File: src/rtl/seg_scan_pkg.sv
// rtl/seg_scan_pkg.sv - shared types and constants for the seven-segment scan controller (SEG_SCAN_DEADTIME_EN adds BLANK)
package seg_scan_pkg;

    typedef enum logic [1:0] {
        ST_RESET = 2'd0,
        ST_SHOW  = 2'd1
`ifdef SEG_SCAN_DEADTIME_EN
        ,
        ST_BLANK = 2'd2
`endif
    } scan_state_t;

    localparam logic [6:0] SEG_OFF = 7'h7F;
    localparam logic [7:0] AN_OFF  = 8'hFF;

    // Active-low {A,B,C,D,E,F,G} glyphs; leftmost entry is digit F, rightmost is digit 0.
    localparam logic [15:0][6:0] GLYPH_TABLE = {
        7'b0111000,  // F
        7'b0110000,  // E
        7'b1000010,  // d
        7'b0110001,  // C
        7'b1100000,  // b
        7'b0001000,  // A
        7'b0000100,  // 9
        7'b0000000,  // 8
        7'b0001111,  // 7
        7'b0100000,  // 6
        7'b0100100,  // 5
        7'b1001100,  // 4
        7'b0000110,  // 3
        7'b0010010,  // 2
        7'b1001111,  // 1
        7'b0000001   // 0
    };

    // One-hot active-low anode pattern for a digit index.
    function automatic logic [7:0] an_strobe(input logic [2:0] idx);
        return ~(8'd1 << idx);
    endfunction

endpackage

File: src/rtl/seg_scan_ctrl_if.sv
// rtl/seg_scan_ctrl_if.sv - digit store write port bundle
interface seg_scan_ctrl_if;
    logic       write;
    logic [2:0] wsel;
    logic [3:0] num;

    modport master (output write, output wsel, output num);
    modport slave  (input  write, input  wsel, input  num);
endinterface

File: src/rtl/seg7_decode.sv
// rtl/seg7_decode.sv - combinational hex digit to active-low seven-segment glyph
module seg7_decode
    import seg_scan_pkg::*;
(
    input  logic [3:0] digit,
    output logic [6:0] seg
);

    // Table lookup keeps the glyph set in one place, the package.
    always_comb begin
        seg = GLYPH_TABLE[digit];
    end

endmodule

File: src/rtl/seg_scan_ctrl.sv
// rtl/seg_scan_ctrl.sv - 8-digit seven-segment refresh controller (optional dead time: SEG_SCAN_DEADTIME_EN)
module seg_scan_ctrl
    import seg_scan_pkg::*;
#(
    parameter int DIV  = 100000,
    parameter int DEAD = 16
) (
    input  logic            clk,
    input  logic            reset,
    seg_scan_ctrl_if.slave  wr,
    input  logic            scan_en,
    output logic [7:0]      an,
    output logic [6:0]      seg,
    output logic [2:0]      slot
);

    localparam int             TW        = $clog2(DIV);
    localparam logic [TW-1:0]  TICK_LAST = TW'(DIV - 1);
`ifdef SEG_SCAN_DEADTIME_EN
    localparam logic [TW-1:0]  DEAD_LAST = TW'(DEAD - 1);
`endif

    // Reject parameter sets that would break the slot timing.
    if (DIV < 4 || DEAD >= DIV) begin : g_bad_param
        $error("seg_scan_ctrl: need DIV >= 4 and DEAD < DIV");
    end

    logic [7:0][3:0] mem;
    logic [TW-1:0]   tick;
    logic [TW-1:0]   tick_nxt;
    logic [2:0]      slot_nxt;
    scan_state_t     state;
    scan_state_t     state_nxt;
    logic [7:0]      an_nxt;
    logic [6:0]      seg_nxt;
    logic [6:0]      dec_seg;

    // Digit store: one write per cycle, cleared by reset which also wins over a write.
    always_ff @(posedge clk) begin
        if (!reset) begin
            mem <= '0;
        end else if (wr.write) begin
            mem[wr.wsel] <= wr.num;
        end
    end

    // Glyph of the digit that will be strobed after this edge; store reads pre-write,
    // so a fresh write shows up one edge after it lands.
    seg7_decode u_decode (
        .digit (mem[slot_nxt]),
        .seg   (dec_seg)
    );

    // Prescaler, slot counter and scan state register.
    always_ff @(posedge clk) begin
        if (!reset) begin
            state <= ST_RESET;
            tick  <= '0;
            slot  <= '0;
        end else begin
            state <= state_nxt;
            tick  <= tick_nxt;
            slot  <= slot_nxt;
        end
    end

    // Next-state logic; the edge leaving RESET does not count so the first slot is a full DIV.
    always_comb begin
        state_nxt = state;
        tick_nxt  = tick;
        slot_nxt  = slot;
        if (scan_en) begin
            if (state != ST_RESET) begin
                if (tick == TICK_LAST) begin
                    tick_nxt = '0;
                    slot_nxt = slot + 3'd1;
                end else begin
                    tick_nxt = tick + 1'b1;
                end
            end
            case (state)
                ST_RESET: begin
`ifdef SEG_SCAN_DEADTIME_EN
                    state_nxt = ST_BLANK;
`else
                    state_nxt = ST_SHOW;
`endif
                end
                ST_SHOW: begin
`ifdef SEG_SCAN_DEADTIME_EN
                    if (tick == TICK_LAST) begin
                        state_nxt = ST_BLANK;
                    end
`else
                    state_nxt = ST_SHOW;
`endif
                end
`ifdef SEG_SCAN_DEADTIME_EN
                ST_BLANK: begin
                    if (tick == DEAD_LAST) begin
                        state_nxt = ST_SHOW;
                    end
                end
`endif
                default: state_nxt = ST_RESET;
            endcase
        end
    end

    // Output pattern follows the post-edge state; a disabled scan always blanks.
    always_comb begin
        an_nxt  = AN_OFF;
        seg_nxt = SEG_OFF;
        if (scan_en && state_nxt == ST_SHOW) begin
            an_nxt  = an_strobe(slot_nxt);
            seg_nxt = dec_seg;
        end
    end

    // Registered display pins.
    always_ff @(posedge clk) begin
        if (!reset) begin
            an  <= AN_OFF;
            seg <= SEG_OFF;
        end else begin
            an  <= an_nxt;
            seg <= seg_nxt;
        end
    end

endmodule

File: src/flat_wrapper.sv
// flat-port wrapper written by rule: the top's interface ports become plain ports
module seg_scan_ctrl_flat import seg_scan_pkg::*;
#(
    parameter int DIV  = 100000,
    parameter int DEAD = 16
)
  (clk, reset, scan_en, an, seg, slot, wr_write, wr_wsel, wr_num);
  seg_scan_ctrl_if wr_i ();
  input  logic clk;
  input  logic reset;
  input  logic scan_en;
  output logic [7:0] an;
  output logic [6:0] seg;
  output logic [2:0] slot;
  input wire logic [$bits(wr_i.write)-1:0] wr_write;
  input wire logic [$bits(wr_i.wsel)-1:0] wr_wsel;
  input wire logic [$bits(wr_i.num)-1:0] wr_num;
  assign wr_i.write = wr_write;
  assign wr_i.wsel = wr_wsel;
  assign wr_i.num = wr_num;
  seg_scan_ctrl #(.DIV(DIV), .DEAD(DEAD)) u_core (.clk(clk), .reset(reset), .wr(wr_i), .scan_en(scan_en), .an(an), .seg(seg), .slot(slot));
endmodule
File: config.mk
export PLATFORM = sky130hd
export DESIGN_NAME = seg_scan_ctrl_flat
export DESIGN_NICKNAME = d
export VERILOG_FILES = /design/src/rtl/seg_scan_pkg.sv /design/src/rtl/seg_scan_ctrl_if.sv /design/src/rtl/seg7_decode.sv /design/src/rtl/seg_scan_ctrl.sv /design/src/flat_wrapper.sv
export SDC_FILE = /design/constraint.sdc
export NUM_CORES = 1
export LEC_CHECK = 0
export CAP_MARGIN = 20
export CORE_ASPECT_RATIO = 1.4
export CORE_UTILIZATION = 52
export CTS_CLUSTER_DIAMETER = 30
export DETAILED_ROUTE_END_ITERATION = 8
export PLACE_DENSITY = 0.73
export SETUP_SLACK_MARGIN = 0.3
export SLEW_MARGIN = 25
export SYNTH_ARGS = -nofsm -noshare
export SYNTH_HDL_FRONTEND = slang
export SYNTH_HIERARCHICAL = 1
export SYNTH_SLANG_ARGS = --single-unit
File: constraint.sdc
create_clock -name clk -period 4.8 [get_ports clk]
set_input_delay 0.48 -clock clk [delete_from_list [all_inputs] [get_ports clk]]
set_output_delay 0.48 -clock clk [all_outputs]
set_load 0.02 [all_outputs]
# Word level (Yosys, flattened, before mapping)
# Memory sizes are Yosys's and may differ from the RTL's. A register that Yosys moved wholly into a read port is not among the register bits.
# Cells that the tools add are included.
dict set report totals {
  memories 1
  in_bits 11
  regBits 62
  mem_bits_ro 112
  out_inout_bits 18
}
dict set report classes {
  mux 11
  add_sub_neg 2
  eq_ne 3
  shift 1
  n_reduce_logical 8
  magnitude_cmp 3
  bitwise_logic 1
}
# name depth word_bits rd rd_ports_with_merged_regs wr line
set memory_table {}
lappend memory_table {{(no name shown)} 16 7 1 1 0 seg7_decode.sv:11} ;# seg = GLYPH_TABLE[digit];
# cell n
set ops {}
lappend ops {{$bwmux W32} 1}
lappend ops {{$add A17 B1 Y17 const B} 1}
lappend ops {{$eq A17 B17 Y1 const B} 1}
lappend ops {{$mux W17} 1}
lappend ops {{$bmux W4 S3} 1}
lappend ops {{$demux W4 S3} 1}
lappend ops {{$mux W3} 3}
lappend ops {{$lt A3 B4 Y1 const B} 2}
lappend ops {{$mux W4} 2}
lappend ops {{$not A8 Y8} 1}
lappend ops {{$shl A1 B3 Y8 const A} 1}
lappend ops {{$eq A2 B1 Y1 const B} 2}
lappend ops {{$reduce_and A2 Y1} 2}
lappend ops {{$add A3 B1 Y3 const B} 1}
lappend ops {{$ge A3 B1 Y1 const B} 1}
lappend ops {{$logic_and A1 B1 Y1} 2}
lappend ops {{$logic_not A2 Y1} 1}
lappend ops {{$mux W2} 1}
lappend ops {{$reduce_bool A2 Y1} 1}
lappend ops {{$reduce_or A2 Y1} 1}
lappend ops {{$logic_not A1 Y1} 1}
lappend ops {{$mux W1} 1}

# Depth between registers and ports, before layout
# Gate-level depths: netlist of run 1.
dict set report logic_depth {
  ltp_word 8
  ltp_mapped 14
  ltp_nobuf 13
}

# Cells and area by module
# The synthesis of run 1 kept the hierarchy.
# mod cells_each instances area_each_um2
set modules_own_cells {}
lappend modules_own_cells {seg_scan_ctrl 318 1 3076.7}
lappend modules_own_cells {seg7_decode 35 1 247.7}

# Worst setup path before layout of run 1
# OpenSTA, ideal clock, no wires.
dict set report synth_timing {
  path_kind {register -> register}
  startpoint {register u_core.tick[0]}
  endpoint {register u_core.seg[3]}
  slack_ps 1368
  stages_incl_launch_ff 15
  arrival_time_ps 3309
  period_less_slack_ps 3432
  path_cell_list {dfxtp_1 ha_1 nand4_1 or4_4 nor4_1 or2_1 buf_2 a211oi_1 a22oi_1 inv_1 ha_1 or2_2 a21oi_1 a31oi_1 or2_2}
}
dict set report synth_via {
  elab_chain_len 6
}
# item line
set synth_rtl {}
lappend synth_rtl {{from (decl)} seg_scan_ctrl.sv:29} ;# logic [TW-1:0] tick;
lappend synth_rtl {{from (signal assigned)} seg_scan_ctrl.sv:62} ;# tick <= tick_nxt;
lappend synth_rtl {{$eq A17 B17 Y1} seg_scan_ctrl.sv:74} ;# if (tick == TICK_LAST) begin
lappend synth_rtl {{$mux W3} seg_scan_ctrl.sv:74}
lappend synth_rtl {{$mux W3} seg_scan_ctrl.sv:73} ;# if (state != ST_RESET) begin
lappend synth_rtl {{$mux W3} seg_scan_ctrl.sv:72} ;# if (scan_en) begin
lappend synth_rtl {{$bmux W4 S3} seg_scan_ctrl.sv:50} ;# .digit (mem[slot_nxt]),
lappend synth_rtl {{$mux W4 (implied by the code)} seg_scan_ctrl.sv:50}
lappend synth_rtl {{to (decl)} seg_scan_ctrl.sv:13} ;# output logic [6:0] seg,
# Every way passes these cells. The select of a mux whose other input is x is not followed.
# A chain may end at the register's enable or synchronous reset.

# Worst setup path after layout of run 1
dict set report layout_timing {
  startpoint {input scan_en}
  endpoint {register u_core.seg[3]}
}
dict set report layout_via {
  elab_chain_len 5
}
# item line
set layout_rtl {}
lappend layout_rtl {{from (decl)} flat_wrapper.sv:11} ;# input logic scan_en;
lappend layout_rtl {{$mux W2} seg_scan_ctrl.sv:72}
lappend layout_rtl {{$eq A2 B1 Y1} seg_scan_ctrl.sv:114} ;# if (scan_en && state_nxt == ST_SHOW) begin
lappend layout_rtl {{$logic_and A1 B1 Y1} seg_scan_ctrl.sv:114}
lappend layout_rtl {{$reduce_and A2 Y1 (no line)} n/a}
lappend layout_rtl {{$logic_not A1 Y1 (no line)} n/a}
# Several ways; a longest one is shown, not always the timed one. The select of a mux whose other input is x is not followed.

==> results of run 1 <==
==> cells in the final DEF, fill, tap and decap left out, types with 8 or more instances in the layout <==
master,netlist,layout
sky130_fd_sc_hd__ha_1,9,9
sky130_fd_sc_hd__nand2_1,27,27
sky130_fd_sc_hd__nor3_1,9,9
sky130_fd_sc_hd__or2_2,8,8
sky130_fd_sc_hd__xnor2_1,11,11
sky130_fd_sc_hd__clkbuf_8,0,10
sky130_fd_sc_hd__dfxtp_1,69,69
sky130_fd_sc_hd__nor2b_1,34,34
sky130_fd_sc_hd__mux2i_1,39,39
sky130_fd_sc_hd__clkdlybuf4s50_1,0,27
sky130_fd_sc_hd__o21ai_0,9,9
sky130_fd_sc_hd__nor2_1,19,19
==> critical path: cells and delay by family <==
family          cells  cell delay, ps
compound gates      5             920
buf+inv             2             740
simple gates        5            1910
fa+ha+maj           1             240
==> registers in the layout, indices dropped and copies added (netlist names) <==
name and flops:
u_core/mem 32, u_core/an 8, u_core/tick 17, u_core/slot 3, u_core/state 2, u_core/seg 7
==> logic make-up after synthesis <==
logic type,Yosys count,synth area share
XOR/XNOR,19,0.0523
AO/OA/AOI/OAI,46,0.0922
adder cells (fa/ha/maj),9,0.0339
multiplexers,42,0.128
AND/OR/NAND/NOR,144,0.248
flip-flops,69,0.416
buffers and inverters,24,0.0305
==> metrics by stage <==
stage / instances / utilization / setup slack (ps)
2_1_floorplan: 353 / - / 1370
5_1_grt: 453 / 0.614 / 483
3_3_place_gp: 437 / 0.584 / 623
6_report: 453 / 0.614 / 735
4_1_cts: 453 / 0.615 / 739
3_5_place_dp: 437 / 0.584 / 392
==> area by class of cell <==
cell class                      instances  area [µm²]
Fill cell                             552        2400
Multi-Input combinational cell        260        1840
Sequential cell                        69        1380
Timing Repair Buffer                   29         283
Clock buffer                           11         141
Tap cell                               72        90.1
Clock inverter                          5        50.0
Inverter                                7        26.3
==> per-layer routing <==
layer  vias to the layer above  track usage
met4                         0        0.116
li1                       1277            -
met2                        77        0.376
met5                         -            0
met3                        20       0.0490
met1                      1196        0.258
==> worst paths after layout <==
path / startpoint / end / slack [ps] / cells past startpoint
hold / removal: u_core/tick[1] / u_core/tick[1] / 510 / 2
setup reg to reg: u_core/tick[0] / u_core/seg[3] / 810 / 13
setup / recovery: scan_en / u_core/seg[3] / 740 / 13
hold reg to reg: u_core/tick[1] / u_core/tick[1] / 510 / 2
==> power breakdown <==
group	internal (mW)	switching (mW)	total [mW]
combinational	0.0338	0.0371	0.0709
sequential	0.583	0.00681	0.590
clock	0.251	0.210	0.461
==> results.txt, run 1 <==
* Outcome: finished clean
- Number of buffers created by CTS: 9
- Buffers added to address setup during post-CTS repair amount to 0.
- For this run, the post-layout net count is 396.
- Final hold analysis gives a worst-case slack of 507 ps.
* Cell with the most instances after synthesis: sky130_fd_sc_hd__dfxtp_1
- Area of the die: 6720 µm²
* Syn-to-layout area delta: 14.7%
- For this run, the number of Yosys warnings is 6.
- Share of post-route cells with drive strength above 1: 0.0892
* Sum of overflow across all layers after global routing: 0
* Final wirelength: 7130 µm
- The detailed router put a total of 3080 µm of wire on met1.
- After detailed routing, the met2 layer carries 3530 µm of wire.
* Setup skew after layout: 6.09 ps
- For the worst setup path, the data required time is 5030 ps.
* Yosys top cell by area: sky130_fd_sc_hd__dfxtp_1
- In the final routed layout, each cell accounts on average for 15.7 µm.
- Number of core rows: 34
* Initial DRC Count: 145
* Share of async-settable or async-resettable flops after synthesis: 0
- 0 antenna diodes ended up in the layout.
- Synth top cells by count: sky130_fd_sc_hd__dfxtp_1, sky130_fd_sc_hd__mux2i_1, sky130_fd_sc_hd__nor2b_1
- The largest individual stage delay along the critical path comes from the cell sky130_fd_sc_hd__or4_4.
* Clock input transition at the sequential cells of the worst setup and hold paths: 70 ps
- Wire length of the first global-routing pass: 11,700 µm
- Met3 wire len: 273 µm
- For this run, the register share of the synthesized area comes to 0.416.
- Register bit count reported by yosys: 69
- The cell area that synthesis handed to floorplanning was 3320 µm².
- Power per unit of standard cell area: 294 nW/µm²
- Core region area: 6210 µm²
- Headroom to the max-slew limit came out at 0.317.
* Top cells by area in the synthesized netlist: sky130_fd_sc_hd__dfxtp_1, sky130_fd_sc_hd__mux2i_1, sky130_fd_sc_hd__nor2b_1, sky130_fd_sc_hd__ha_1, sky130_fd_sc_hd__nand2_1
- STA classifies the critical path endpoint as a register.
- Largest net degree at the start of global routing: 40
* Post-cts hold buffer count: 0
* Largest voltage drop on the vdd net: 0.000212 V
- Port-buffer cells: 28
- For this configuration, the core starts out at a cell density of 0.535.
* Mapped Nets: 373
* Final-report max-slew violation count: 0
- Detail Placement HPWL: 5180 µm
- Using the TritonRoute via totals, the vias-per-cell ratio works out to 5.67.
- Chip Width: 69.6 µm
- The synthesized design contains 0 enable-type register cells.
- The via count of the first global-routing pass was 2,431.
* Highest layer used for signal routing: met4
* # setup viols final: 0
- Cell occurring most often along the worst timing path: sky130_fd_sc_hd__or2_2
* Clk Latency, worst-skew pair: 340 ps
- After detailed placement, the total cell area comes to 3630 µm².
* Clock Sinks: 69
- Global-route usage over all layers: 0.222
- The number of antenna violations at the first check in global routing is 0.
* Startpoint type of the worst setup path: input pin
- Summed over all failing endpoints, the final setup total negative slack is 0 ps.
- The share of synthesized area in the top cell type comes to 0.416.
- The smallest clock period supported by the final layout is computed as 4060 ps.
- For the pin with the worst max-slew slack, the measured transition is 1020 ps.
- TritonCTS clock tree: built
- The congestion estimate from routability-driven global placement came to 0.920.
- Synthesized instance count: 353
- Critical path data arrival time: 4290 ps
* Number of antenna-violating nets in the routed design: 0
- For this run, the top clock speed supported by timing is 246 MHz.
* Unrepaired setup endpoints after global routing: no
- Maximum fanout along the worst path: 8
- Summed over all cells, the static leakage comes to 1.44 nW.
* Category of the most critical setup path: in -> reg
- Detailed routing inserted a total of 2,570 vias.
- Traced cell by cell, the critical path runs through clkdlybuf4s50_1, o21ai_1, or4_4, nor4_1, or2_1, a211oi_1, a22oi_1, inv_1, ha_1, or2_2, a21oi_1, a31oi_1, or2_2.
* Count of pins on the block boundary: 29
* Total design power: 1.12 mW
- Count of distinct cell types in the synthesized netlist: 48
- Total iterations of the first detailed-routing run: 4
- The cell sitting at the root of the clock tree is a sky130_fd_sc_hd__clkbuf_8.
* Post-cts resize count: 0
- Dominant synthesized flop cell: sky130_fd_sc_hd__dfxtp_1
* Class of the tightest hold or removal check: reg -> reg
- H-tree depth reported by CTS: 3
- After synthesis, the mean cell area works out to 9.42 µm².
- Number of max-cap violations: 0
- The floorplan step set the die height to 96.6 µm.
* Design Area, Final: 3810 µm²
* Stage delay of the slowest cell on the critical path: 580 ps
- Buffer levels on the longest clock path: 2
* Residual DRC count: 0
- The number of failing hold endpoints at the final stage came to 0.
* Final worst path period share: 0.847
Note: power is estimated with default switching activity, not from simulation.
==> inputs of run 2 (changes only) <==
==> constraint.sdc (replaced) <==
create_clock -name clk -period 4.1 [get_ports clk]
set_input_delay 0.41 -clock clk [delete_from_list [all_inputs] [get_ports clk]]
set_output_delay 0.41 -clock clk [all_outputs]
set_load 0.02 [all_outputs]
==> run 2 against run 1 <==
Clock power increased by 17%; non-clock buffer count increased by 8; design area increased by 2.0%; die area unchanged; total power increased by 17%; sequential share of layout area decreased by 0.72 points; critical path type is now reg -> reg; largest cell class unchanged; first-iteration DRC count decreased by 3.4%; sequential power increased by 17%; via count increased by 0.27%; routed wire length increased by 0.65%; critical endpoint unchanged; setup slack got worse by 250 ps.
==> results.txt, run 2 (synthesis results as in run 1) <==
- In the final layout, the registers with the most flip-flops are u_core/mem (32), u_core/tick (17), u_core/an (8).
* Proportion of power drawn by combinational gates: 0.066 (+0.003)
* Worst path required time: 4350 ps (-680 ps)
* Share of post-route cells with drive strength above 1: 0.116 (+0.0264)
* Post-layout nets: 404 (+2.0%)
* Worst Tran Pin Value: 1090 ps (+68.0 ps)
- The worst setup path is captured at a register.
- Power share of the clock group: 0.409 (-0.002)
- The maximum number of pins on one net before global-route repair came to 31 (-23%).
* Maximum fanout along the worst path: 5 (-3)
* Top achievable clock speed: 277 MHz
* Part of the total power dissipated in sequential elements: 0.525 (about the same)
* Clk Latency, worst-skew pair: 360 ps (+20 ps)
- Outcome: finished clean
* Number of core rows: 34 (unchanged)
- Wire length of the first global-routing pass: 11,700 µm (+0.12%)
- Clock input transition at the sequential cells of the worst setup and hold paths: 70 ps (about the same)
- The final wirelength was 7170 µm (+0.65%).
- The worst stage delay on the critical path is 600 ps (+20 ps).
- Initial antenna violation count: 0 (unchanged)
* Largest voltage drop on the vdd net: 0.000286 V (+35%)
* Library cell used as clock root buffer: sky130_fd_sc_hd__clkbuf_8
* Area after DPL: 3680 µm² (+1.4%)
- Subtracting the final worst setup slack from the clock period gives 3610 ps.
- Setup skew after layout: 10.3 ps (+4.17 ps)
- The total leakage power was 1.48 nW (+2.4%).
- The weighted congestion at the end of routability-driven global placement is 0.861 (-6.4%).
- The fraction of power spent switching nets is 0.238 (+0.0115).
- Sequence of cells on the critical path: ha_2, nand4_1, or4_4, nor4_4, xor2_2, a21oi_1, a22oi_1, inv_1, ha_1, or2_2, a21oi_1, a31oi_1, or2_2
* Number of buffers created by CTS: 9 (unchanged)
* Critical path data arrival time: 3860 ps (-430 ps)
- The internal power consumption is 1.00 mW (+15%).
- Initial standard-cell utilization of the core: 0.535 (unchanged)
- Setup repair after global routing left no endpoint under its margin.
- The H-tree depth was 3 (unchanged).
- Count of pins on the block boundary: 29 (unchanged)
* Power per unit of standard cell area: 338 nW/µm² (+15%)
* Headroom to the max-slew limit: 0.272 (-0.0454)
- The violation count after the first detailed-route iteration came to 140 (-3.4%).
- The library cell used most frequently in the layout, excluding fill and tap cells, is sky130_fd_sc_hd__dfxtp_1.
- The remaining antenna violation count after routing came to 0 (unchanged).
* Via count: 2,577 (+0.27%)
- The final core area utilization was 0.627 (+0.0125).
- # setup viols final: 0 (unchanged)
- The sink count of the clock tree was 69 (unchanged).
* Startpoint type of the worst setup path: register
- Residual DRC count: 0 (unchanged)
* Post-cts hold buffer count: 0 (unchanged)
* Number of max-cap violations: 0 (unchanged)
- The global-route usage over all layers was 0.221 (-0.000900).
- The first-pass iteration count of the detailed router came to 4 (unchanged).
* Flip-flop count of the largest register after layout: 32 (unchanged)
- The reported net switching power is 313 µW (+23%).
- Class of the tightest hold or removal check: reg -> reg
- The buffers plus inverters on the worst setup path came to 1 (-1).
* TritonCTS clock tree: built
- The post-route cell area was 3890 µm² (+2.0%).
- Via count of the first global-routing pass: 2,428 (-0.12%)
* Largest register by flop count: u_core/mem
- Buffer levels on the longest clock path: 2 (unchanged)
- Total instance count after detailed placement: 444 (+1.6%)
- The count of filler cells inserted in the layout came to 552 (unchanged).
- The critical path is of the reg -> reg type.
- Average vias per placed instance: 5.59 (-1.5%)
- Final-layout setup total negative slack: 0 ps (unchanged)
- In the finished design, the share of the clock period the worst path needs comes to 0.882.
* Height of the die: 96.6 µm (unchanged)
- The antenna diode count is 0 (unchanged).
- Number of standard cells in the final layout excluding fillers: 461 (+1.8%)
- The count of buffers from port buffering came to 28 (unchanged).
- The die width came to 69.6 µm (unchanged).
- Core region area: 6210 µm² (unchanged)
- Count of final hold-check violations: 0 (unchanged)
- Delay-heaviest family, CP: simple AND/OR/NAND/NOR gates
* Sum of overflow across all layers after global routing: 0 (unchanged)
* Syn-to-layout area delta: 17.0%
- The library cells used most frequently in the layout, excluding fill and tap cells, are sky130_fd_sc_hd__dfxtp_1, sky130_fd_sc_hd__mux2i_1, sky130_fd_sc_hd__nor2b_1.
- Area of the die: 6720 µm² (unchanged)
- Detail Placement HPWL: 5200 µm (+0.44%)
- Standard cell with the maximum stage delay on the critical path: sky130_fd_sc_hd__or4_4
- The max-slew violation total from the final report came to 0 (unchanged).
* Average detailed-routed wire length per instance: 15.6 µm (-1.1%)
-- run 2: power by group through the flow --
stage / combinational (mW) / sequential [mW] / clock [mW]
final: 0.0865 / 0.690 / 0.538
after global routing: 0.0945 / 0.691 / 0.574
after CTS: 0.0861 / 0.690 / 0.546
after detailed placement: 0.0856 / 0.706 / 0
after global placement: 0.0844 / 0.705 / 0
after floorplan: 0.0512 / 0.708 / 0
-- run 2: per-stage QoR --
stage               power (mW)  hold WS, ps  setup WS (ps)
finish                    1.31          508            486
global route              1.36          538            323
CTS                       1.32          508            438
detailed placement       0.791          496            237
global placement         0.790          486            347
floorplan                0.760          466            668
-- run 2: what timing repair did --
action | 4_1_cts | 5_1_grt
resized for setup | 0 | 3
buffers inserted | 0 | 1
endpoints found under the setup margin | 0 | 2
-- run 2: area by class of cell --
type,instances,area [µm²],area share
Sequential cell,69,1380,0.355
Timing Repair Buffer,37,348,0.0894
Tap cell,72,90.1,0.0232
Inverter,7,26.3,0.00675
Clock inverter,7,66.3,0.0170
Clock buffer,9,124,0.0318
Multi-Input combinational cell,260,1860,0.477
-- run 2: final timing paths --
kind / startpoint / end / slack [ps] / cells past startpoint
worst max-delay path: u_core/tick[0] / u_core/seg[3] / 490 / 13
worst min-delay path: u_core/tick[1] / u_core/tick[1] / 510 / 2
worst max register to register: u_core/tick[0] / u_core/seg[3] / 490 / 13
worst min register to register: u_core/tick[1] / u_core/tick[1] / 510 / 2
-- run 2: metal layers --
| layer | track usage | vias up | part of all wire |
|---|---|---|---|
| met4 | 0.124 | 0 | 0.036 |
| met2 | 0.365 | 48 | 0.51 |
| met5 | 0 | - | 0 |
| li1 | - | 1295 | - |
| met3 | 0.0500 | 19 | 0.033 |
| met1 | 0.261 | 1215 | 0.42 |
-- run 2: worst register-to-register path: cells and delay by family (launching register included) --
kind	cells	cell delay, ps
AOI/OAI and AO/OA	4	510
DFF	1	400
xor gates and xnor gates	1	290
buffers and inverters	1	160
adders and majority gates	2	480
and+or+nand+nor	5	1660
